--- src/rtl/trace_beat_encoder.sv ---
// trace_beat_encoder: records completed 6502 bus cycles into a FIFO and replays
// each record on a 12-pin GPIO port as three 10-bit beats. A strobe qualifies
// every beat, and the payload is valid on the strobe's falling edge.
module trace_beat_encoder #(
    parameter int unsigned FIFO_DEPTH_LOG2 = 4,
    parameter int unsigned STROBE_HALF     = 2
) (
    input  logic        clock,
    input  logic        reset_n,
    input  logic        trace_en,
    input  logic        cpu_clken,
    input  logic [15:0] cpu_addr,
    input  logic [7:0]  cpu_din,
    input  logic [7:0]  cpu_dout,
    input  logic        cpu_rnw,
    input  logic        cpu_sync,
    output logic [9:0]  gpio_beat,
    output logic        gpio_strobe,
    output logic        gpio_first,
    output logic        overflow
);

    localparam int unsigned DEPTH   = 1 << FIFO_DEPTH_LOG2;
    localparam int unsigned PTR_W   = FIFO_DEPTH_LOG2 + 1;
    localparam int unsigned PHASE_W = 8;
    localparam logic [PHASE_W-1:0] PHASE_LAST = PHASE_W'(STROBE_HALF - 1);

    typedef struct packed {
        logic        drop;
        logic        sync;
        logic        rnw;
        logic [7:0]  data;
        logic [15:0] addr;
    } rec_t;

    typedef enum logic [1:0] {
        IDLE = 2'd0,
        HIGH = 2'd1,
        LOW  = 2'd2
    } state_t;

    rec_t              mem [DEPTH];
    logic [PTR_W-1:0]  wr_ptr;
    logic [PTR_W-1:0]  rd_ptr;
    logic              drop_pending;

    state_t            state;
    logic [1:0]        beat_idx;
    logic [PHASE_W-1:0] phase;
    rec_t              cur;

    logic [PTR_W-1:0]  level_c;
    logic              empty_c;
    logic              full_c;
    logic              capture_c;
    logic              write_c;
    logic              drop_c;
    logic              pop_c;
    rec_t              wr_rec_c;
    rec_t              rd_rec_c;

    // Payload for one beat of a record; beat 2 carries the flags and high data nibble.
    function automatic logic [9:0] encode(input rec_t r, input logic [1:0] idx);
        logic [9:0] b;
        case (idx)
            2'd0:    b = r.addr[9:0];
            2'd1:    b = {r.data[3:0], r.addr[15:10]};
            default: b = {r.drop, 3'b000, r.sync, r.rnw, r.data[7:4]};
        endcase
        return b;
    endfunction

    // FIFO status, capture qualification and pop request.
    // A full FIFO drops the record even if the serializer pops on the same edge.
    always_comb begin
        level_c   = wr_ptr - rd_ptr;
        empty_c   = (level_c == '0);
        full_c    = (level_c == PTR_W'(DEPTH));
        capture_c = cpu_clken & trace_en;
        write_c   = capture_c & ~full_c;
        drop_c    = capture_c & full_c;

        wr_rec_c.drop = drop_pending;
        wr_rec_c.sync = cpu_sync;
        wr_rec_c.rnw  = cpu_rnw;
        wr_rec_c.data = cpu_rnw ? cpu_din : cpu_dout;
        wr_rec_c.addr = cpu_addr;

        rd_rec_c = mem[rd_ptr[FIFO_DEPTH_LOG2-1:0]];

        pop_c = ~empty_c &
                ((state == IDLE) |
                 ((state == LOW) && (phase == PHASE_LAST) && (beat_idx == 2'd2)));
    end

    // Record storage; occupancy lives entirely in the pointers.
    always_ff @(posedge clock) begin
        if (write_c) begin
            mem[wr_ptr[FIFO_DEPTH_LOG2-1:0]] <= wr_rec_c;
        end
    end

    // FIFO pointers, pending-drop marker and sticky overflow.
    always_ff @(posedge clock or negedge reset_n) begin
        if (!reset_n) begin
            wr_ptr       <= '0;
            rd_ptr       <= '0;
            drop_pending <= 1'b0;
            overflow     <= 1'b0;
        end else begin
            if (write_c) begin
                wr_ptr <= wr_ptr + PTR_W'(1);
            end
            if (pop_c) begin
                rd_ptr <= rd_ptr + PTR_W'(1);
            end
            if (drop_c) begin
                drop_pending <= 1'b1;
                overflow     <= 1'b1;
            end else if (write_c) begin
                drop_pending <= 1'b0;
            end
        end
    end

    // Serializer: each beat is STROBE_HALF clocks high then STROBE_HALF clocks low.
    // Payload and first flag only ever change together with a rising strobe.
    always_ff @(posedge clock or negedge reset_n) begin
        if (!reset_n) begin
            state       <= IDLE;
            beat_idx    <= '0;
            phase       <= '0;
            cur         <= '0;
            gpio_beat   <= '0;
            gpio_strobe <= 1'b0;
            gpio_first  <= 1'b0;
        end else if (pop_c) begin
            cur         <= rd_rec_c;
            beat_idx    <= 2'd0;
            phase       <= '0;
            gpio_beat   <= encode(rd_rec_c, 2'd0);
            gpio_strobe <= 1'b1;
            gpio_first  <= 1'b1;
            state       <= HIGH;
        end else begin
            case (state)
                HIGH: begin
                    if (phase == PHASE_LAST) begin
                        phase       <= '0;
                        gpio_strobe <= 1'b0;
                        state       <= LOW;
                    end else begin
                        phase <= phase + PHASE_W'(1);
                    end
                end
                LOW: begin
                    if (phase == PHASE_LAST) begin
                        phase <= '0;
                        if (beat_idx != 2'd2) begin
                            beat_idx    <= beat_idx + 2'd1;
                            gpio_beat   <= encode(cur, beat_idx + 2'd1);
                            gpio_strobe <= 1'b1;
                            gpio_first  <= 1'b0;
                            state       <= HIGH;
                        end else begin
                            gpio_first <= 1'b0;
                            state      <= IDLE;
                        end
                    end else begin
                        phase <= phase + PHASE_W'(1);
                    end
                end
                default: begin
                    gpio_strobe <= 1'b0;
                    gpio_first  <= 1'b0;
                    state       <= IDLE;
                end
            endcase
        end
    end

endmodule

--- config.mk ---
export PLATFORM = sky130hd
export DESIGN_NAME = trace_beat_encoder
export DESIGN_NICKNAME = d
export VERILOG_FILES = /design/src/rtl/trace_beat_encoder.sv
export SDC_FILE = /design/constraint.sdc
export NUM_CORES = 1
export LEC_CHECK = 0
export BUFFER_PORTS_ARGS = -buffer_cell sky130_fd_sc_hd__buf_2
export CAP_MARGIN = 20
export CORE_MARGIN = 8
export CORE_UTILIZATION = 60
export CTS_CLUSTER_DIAMETER = 50
export CTS_CLUSTER_SIZE = 10
export DETAILED_ROUTE_END_ITERATION = 12
export PLACE_DENSITY = 0.78
export SYNTH_ARGS = -nofsm -noshare
export SYNTH_HDL_FRONTEND = slang
export SYNTH_SLANG_ARGS = --single-unit
--- constraint.sdc ---
create_clock -name clock -period 6.6 [get_ports clock]
set_input_delay 1.32 -clock clock [delete_from_list [all_inputs] [get_ports clock]]
set_output_delay 1.32 -clock clock [all_outputs]
set_load 0.01 [all_outputs]
# Word-level counts from Yosys, hierarchy flattened
# Memories as Yosys holds them, arrays and structs flattened.
# Index checks and enable logic that the tools add are counted.
word_totals:
  regBits: 63
  latchBits: 0
  mem_bits_rw: 432
  mem_bits_ro: 0
  input_bits: 38
  wordCells: 83
  mem_count: 1
memory_table:
  columns: ["name", "words", "word_bits", "rd", "rd_clocked_by_memory_dff", "write_ports", "line_no", "rtl"]
  rows:
  - ["mem", 16, 27, 1, 0, 1, "42", "rec_t mem [DEPTH];"]
op_classes:
  add_sub_neg: 5
  multipliers: 0
  n_div: 0
  order_cmp: 0
  n_eq_ne: 11
  n_shift: 0
  n_mux: 29
  bitwise: 7
  reduce_logical: 15
op_table:
  columns: ["op", "count"]
  rows:
  - ["two-way mux 10 bit", 4]
  - ["two-way mux 8 bit", 4]
  - ["one-hot mux 10 bit (2 select lines)", 1]
  - ["two-way mux 2 bit", 7]
  - ["adder 5 x 1 -> 5 bit, second input constant", 2]
  - ["two-way mux 1 bit", 10]
  - ["nonzero test 2 bit", 5]
  - ["adder 8 x 1 -> 8 bit, second input constant", 1]
  - ["== test 8 x 1 -> 1 bit, second input constant", 1]
  - ["!= test 3 x 2 -> 1 bit, second input constant", 2]
  - ["AND reduction 3 bit", 2]
  - ["== test 5 bit, second input constant", 1]
  - ["logical NOT 5 bit", 1]
  - ["subtractor 5 bit", 1]
  - ["bitwise AND 1 bit", 4]
  - ["== test 2 x 1 -> 1 bit, second input constant", 2]
  - ["== test 2 bit, second input constant", 2]
  - ["logical NOT 2 bit", 2]
  - ["!= test 2 bit, second input constant", 2]
  - ["one-hot mux 1 bit (2 select lines)", 2]
  - ["one-hot mux 2 bit (2 select lines)", 1]
  - ["AND reduction 2 bit", 2]
  - ["!= test 3 bit, second input constant", 1]
  - ["adder 2 x 1 -> 2 bit, second input constant", 1]
  - ["4 further kinds", 6]

# Depth between registers and ports, before layout
logic_depth:
  depth_word: 7
  mapped_depth: 14

# Worst setup path after synthesis
# No wires, ideal clock.
synth_timing:
  path_kind: "flip-flop to flip-flop"
  from: "register rd_ptr[1]"
  to: "memory mem[3][0] in the netlist's numbering, enable pin"
  t_arrival_ns: 4.811
  required_ns: 6.155
  path_slack_ns: 1.344
  stages_incl_launch_ff: 12
  path_buffers: 3
  synth_period_minus_slack_ns: 5.256
  path_cell_list: "dfrtp_1 buf_2 clkbuf_1 clkbuf_1 inv_1 ha_1 nor2b_1 o211a_1 or3_1 a31oi_1 nand2_1 nor3_1"
synth_between:
  elab_chain_len: 6
synth_rtl:
  columns: ["item", "line_no", "rtl"]
  rows:
  - ["from (decl)", "44", "logic [PTR_W-1:0] rd_ptr;"]
  - ["from (signal assigned)", "115", "rd_ptr <= rd_ptr + PTR_W'(1);"]
  - ["subtractor 5 bit", "76", "level_c = wr_ptr - rd_ptr;"]
  - ["== test 5 bit", "78", "full_c = (level_c == PTR_W'(DEPTH));"]
  - ["inverter 1 bit", "80", "write_c = capture_c & ~full_c;"]
  - ["bitwise AND 1 bit", "80", null]
  - ["two-way mux 1 bit", "98", "if (write_c) begin"]
  - ["two-way mux 1 bit (implied by the code)", "99", "mem[wr_ptr[FIFO_DEPTH_LOG2-1:0]] <= wr_rec_c;"]
  - ["to (decl)", "42", null]
# No other way between the ends.

# Final worst setup path
layout_timing:
  from: "register rd_ptr[2]"
  to: "memory mem[12][22] in the netlist's numbering, enable pin"
# The elaborated chain is that of the path after synthesis.

==> results.md <==
- Reg-to-Reg End: mem[12][22]
- Dpl hpwl: 25.2 mm
- Fin. max-slew vios: 0
- Die ar.: 38600 um2
- Detailed-route via count: 9575
- Register area: 14600 um2
- Yosys top cell area share: 66.3%
- Yosys warnings: 0
- Layout fillers: 1975
- Setup Buffers After CTS: 0
- Max FO, Critical Path: 31
- Total GRT Usage: 22.4%
- Final nets: 1093
- Multi-input logic area: 4840 um2
- Initial antenna violation count: 3
- Synthesized area per cell: 20.3 um2
- EDFF count, synth: 432
- Hold depth: 1
- Setup crit end kind: register
- RePlAce Congestion: 0.872
- Highest Clock Rate: 221 MHz
- Power Density: 449 nW/um2
- Syn_nets: 1018
- Crit path launch type: register
- Cells after synthesis: 963
- Worst Reg-to-Reg Cells: 8
- Hold/Removal Path Class: register to register
- First-pass GRT wire length: 63.5 mm
- Final Setup Violations: 0
- Sw Ratio: 31.6%
- Worst Tran Pin Value: 1.00 ns
- Starting DRT DRC Count: 1019
- Clk_lat worst skew: 0.59 ns
- Worst path slowest cell: dfrtp_2
- # diodes: 0
- Crit path kind: register to register
- NetSw: 3.12 mW
- Vias per inst: 6.33
- RSZ-0062 raised after global routing: false
- CP arrival: 4.73 ns
- Compound-gate portion of the synthesized area: 1.71%
- H-tree depth: 2
- Clock sinks: 495
- CTS Hold Bufs: 0
- Total negative setup slack: 0 ns
- Setup slack at placement: 2.19 ns
- Hold Startpoint: overflow
- Die height: 197 um
- Clock network power share: 28.2%
- Row count: 66
- Bufs and invs on worst path: 1
- Final hold vios: 0
- Final WS setup: 2.07 ns
- Seq/Total Area, Yosys: 74.4%
- Pre-Repair DR Iteration Count: 7
- WHS Endpoint: overflow
- Placed cells: 1421
- Tmin final: 4.53 ns
- Combinational share of power: 30.7%
- Worst reg-to-reg setup slack: 2.07 ns
- # DRC: 0
- Layout cells sized above 1: 27.9%
- Area Overhead vs Synth: 12.6%
- Vias in the first global route: 9853
- Initial Utilization: 60.6%
- Clk_skew: 0.0336 ns
- Post-synth cell types: 44
- Seq cells post-synth: 495
- Crit share post-route: 68.6%
- Antenna Nets Post-Route: 0
- Core area: 32300 um2
- Outcome: complete, no violations
- Number of max-cap violations: 0
- Adder-cell share of the synthesized area: 1.09%
- Largest net degree at the start of global routing: 66
- CTS tree: yes
- # IOs: 51
- CTS resizes: 0
- Crit path required time: 6.80 ns
- Dominant cell type by area after synthesis: edfxtp_1
- Most used flip-flop cell after synthesis: edfxtp_1
- Main combinational cell family by area after synthesis: multiplexers
- Wire per inst: 28.3 um
- P_int: 6.75 mW
- Total CTS buffers: 56
- GRT Residual Overflow: 0
- VDD IR max: 0.265 mV
- Xor and xnor area share after synthesis: 0.582%
- Slowest Stage Delay on Critical Path: 0.90 ns
- Final WL: 42.8 mm
- Post-Synth Simple-Gate Area: 3.43%
- Leakage: 7.44 nW
- Root Driver: clkbuf_16
- Slew headroom: 33.1%
- Mux contribution to synthesized area: 17.3%
- Reg2Reg Launch Point: rd_ptr[2]
- Buffers on Ports: 50
- Clock Tree Buf Depth: 3
- Worst-path clk slew: 0.05 ns
- Worst-path cell chain: inv_1 > ha_1 > and3b_1 > o21ai_0 > a211oi_4 > a31oi_1 > nand2_1 > nor2_4
- Cell Area, Synth: 19600 um2
- Die width: 197 um
- Synth area leaders: edfxtp_1, mux4_2, dfrtp_1
- Non-Filler Instances: 1513
- FFs w/ async S/R, synth: 12.7%
- Reg power frac: 41.1%
- Critical path's top delay family: simple AND/OR/NAND/NOR gates
[state kept, by name, indices dropped and copies added, names as in the netlist]
name,count
overflow,1
wr_ptr,5
gpio_beat,10
beat_idx,2
gpio_first,1
gpio_strobe,1
state,2
cur,27
mem,432
drop_pending,1
rd_ptr,5
phase,8
[per-stage QoR]
stage / power (mW) / utilization (%) / hold slack, ns / area, um2
after floorplan: 6.17 / - / 0.446 / 19600
after global placement: 6.99 / 63.0 / 0.457 / 20400
after detailed placement: 7.08 / 63.0 / 0.457 / 20400
after CTS: 9.89 / 68.1 / 0.473 / 22000
after global routing: 10.3 / 68.2 / 0.487 / 22000
final: 9.88 / 68.2 / 0.465 / 22000
[cells by family (layout without fill, tap and decap cells)]
| group | after synthesis | count (layout) |
|---|---|---|
| flip-flops | 495 | 495 |
| multiplexers | 165 | 165 |
| AND/OR/NAND/NOR | 160 | 160 |
| buffers and inverters | 63 | 171 |
| AO/OA/AOI/OAI | 50 | 50 |
| adder cells (fa/ha/maj) | 17 | 17 |
| XOR/XNOR | 13 | 13 |
[metal layers]
layer	GRT usage [%]	vias to the layer above	routed length, um
li1	-	4030	-
met1	30.9	5017	17000
met2	35.3	455	20600
met3	6.41	71	4250
met4	6.01	2	945
met5	0.128	-	13
[cell usage after synthesis, types with 3 or more instances]
cell and count:
edfxtp_1 432, nand3_1 7, nor3_1 7, mux2_4 5, clkbuf_1 21, nand2_1 104, buf_1 6, ha_1 17
o21ai_0 15, buf_6 3, buf_2 14, mux2i_1 8, xnor2_1 11, mux4_2 135, mux2_1 7, a21o_1 4
a22oi_1 10, inv_1 16, nand4_1 8, a31oi_1 6, dfrtp_1 63, a21oi_1 6, nor2_1 24, mux2_2 10
[worst register-to-register path, cell delays in order, from the launching register on]
cell and delay (ns):
dfrtp_2 0.90, inv_1 0.11, ha_1 0.38, and3b_1 0.22, o21ai_0 0.32, a211oi_4 0.16
a31oi_1 0.73, nand2_1 0.44, nor2_4 0.89
[cell usage in the layout, fill, tap and decap left out, types with 7 or more instances in the layout]
| master | Yosys | final |
|---|---|---|
| dfrtp_1 | 63 | 60 |
| mux2_2 | 10 | 10 |
| o21ai_0 | 15 | 15 |
| clkbuf_1 | 21 | 29 |
| buf_4 | 2 | 12 |
| nand2_1 | 104 | 104 |
| nand4_1 | 8 | 8 |
| mux2_1 | 7 | 7 |
| nand3_1 | 7 | 7 |
| nor2_4 | 0 | 11 |
| mux2i_1 | 8 | 8 |
| a22oi_1 | 10 | 10 |
| ha_1 | 17 | 17 |
| xnor2_1 | 11 | 11 |
| mux4_2 | 135 | 135 |
| clkbuf_16 | 0 | 56 |
| buf_2 | 14 | 50 |
| inv_1 | 16 | 16 |
| edfxtp_1 | 432 | 432 |
| nor2_1 | 24 | 13 |
[final cells by class]
| class | count | area share (%) |
|---|---|---|
| sequential | 495 | 66.1 |
| multi-input combinational | 405 | 22.0 |
| clock buffer | 86 | 6.92 |
| tap | 442 | 2.51 |
| timing repair buffer | 63 | 1.67 |
| clock inverter | 5 | 0.489 |
| inverter | 17 | 0.290 |
[power groups by stage]
| stage | clock network [mW] | logic, mW | registers [mW] |
|---|---|---|---|
| final | 2.79 | 3.03 | 4.06 |
| after global routing | 2.94 | 3.25 | 4.09 |
| after CTS | 2.82 | 3.01 | 4.06 |
| after detailed placement | 0 | 2.97 | 4.11 |
| after global placement | 0 | 2.90 | 4.09 |
| after floorplan | 0 | 2.22 | 3.95 |
[how the worst max path moves through the flow]
stage | from | depth (start not counted) | end | slack, ns
after detailed placement | rd_ptr[2] | 8 | mem[12][22] | 2.19
after CTS | rd_ptr[2] | 8 | mem[14][18] | 2.16
after floorplan | rd_ptr[1] | 11 | mem[3][0] | 1.34
after global placement | rd_ptr[2] | 8 | mem[13][10] | 2.37
after global routing | rd_ptr[2] | 8 | mem[14][24] | 1.89
final | rd_ptr[2] | 8 | mem[12][22] | 2.07
No activity file was read; power rests on OpenSTA's default activity.
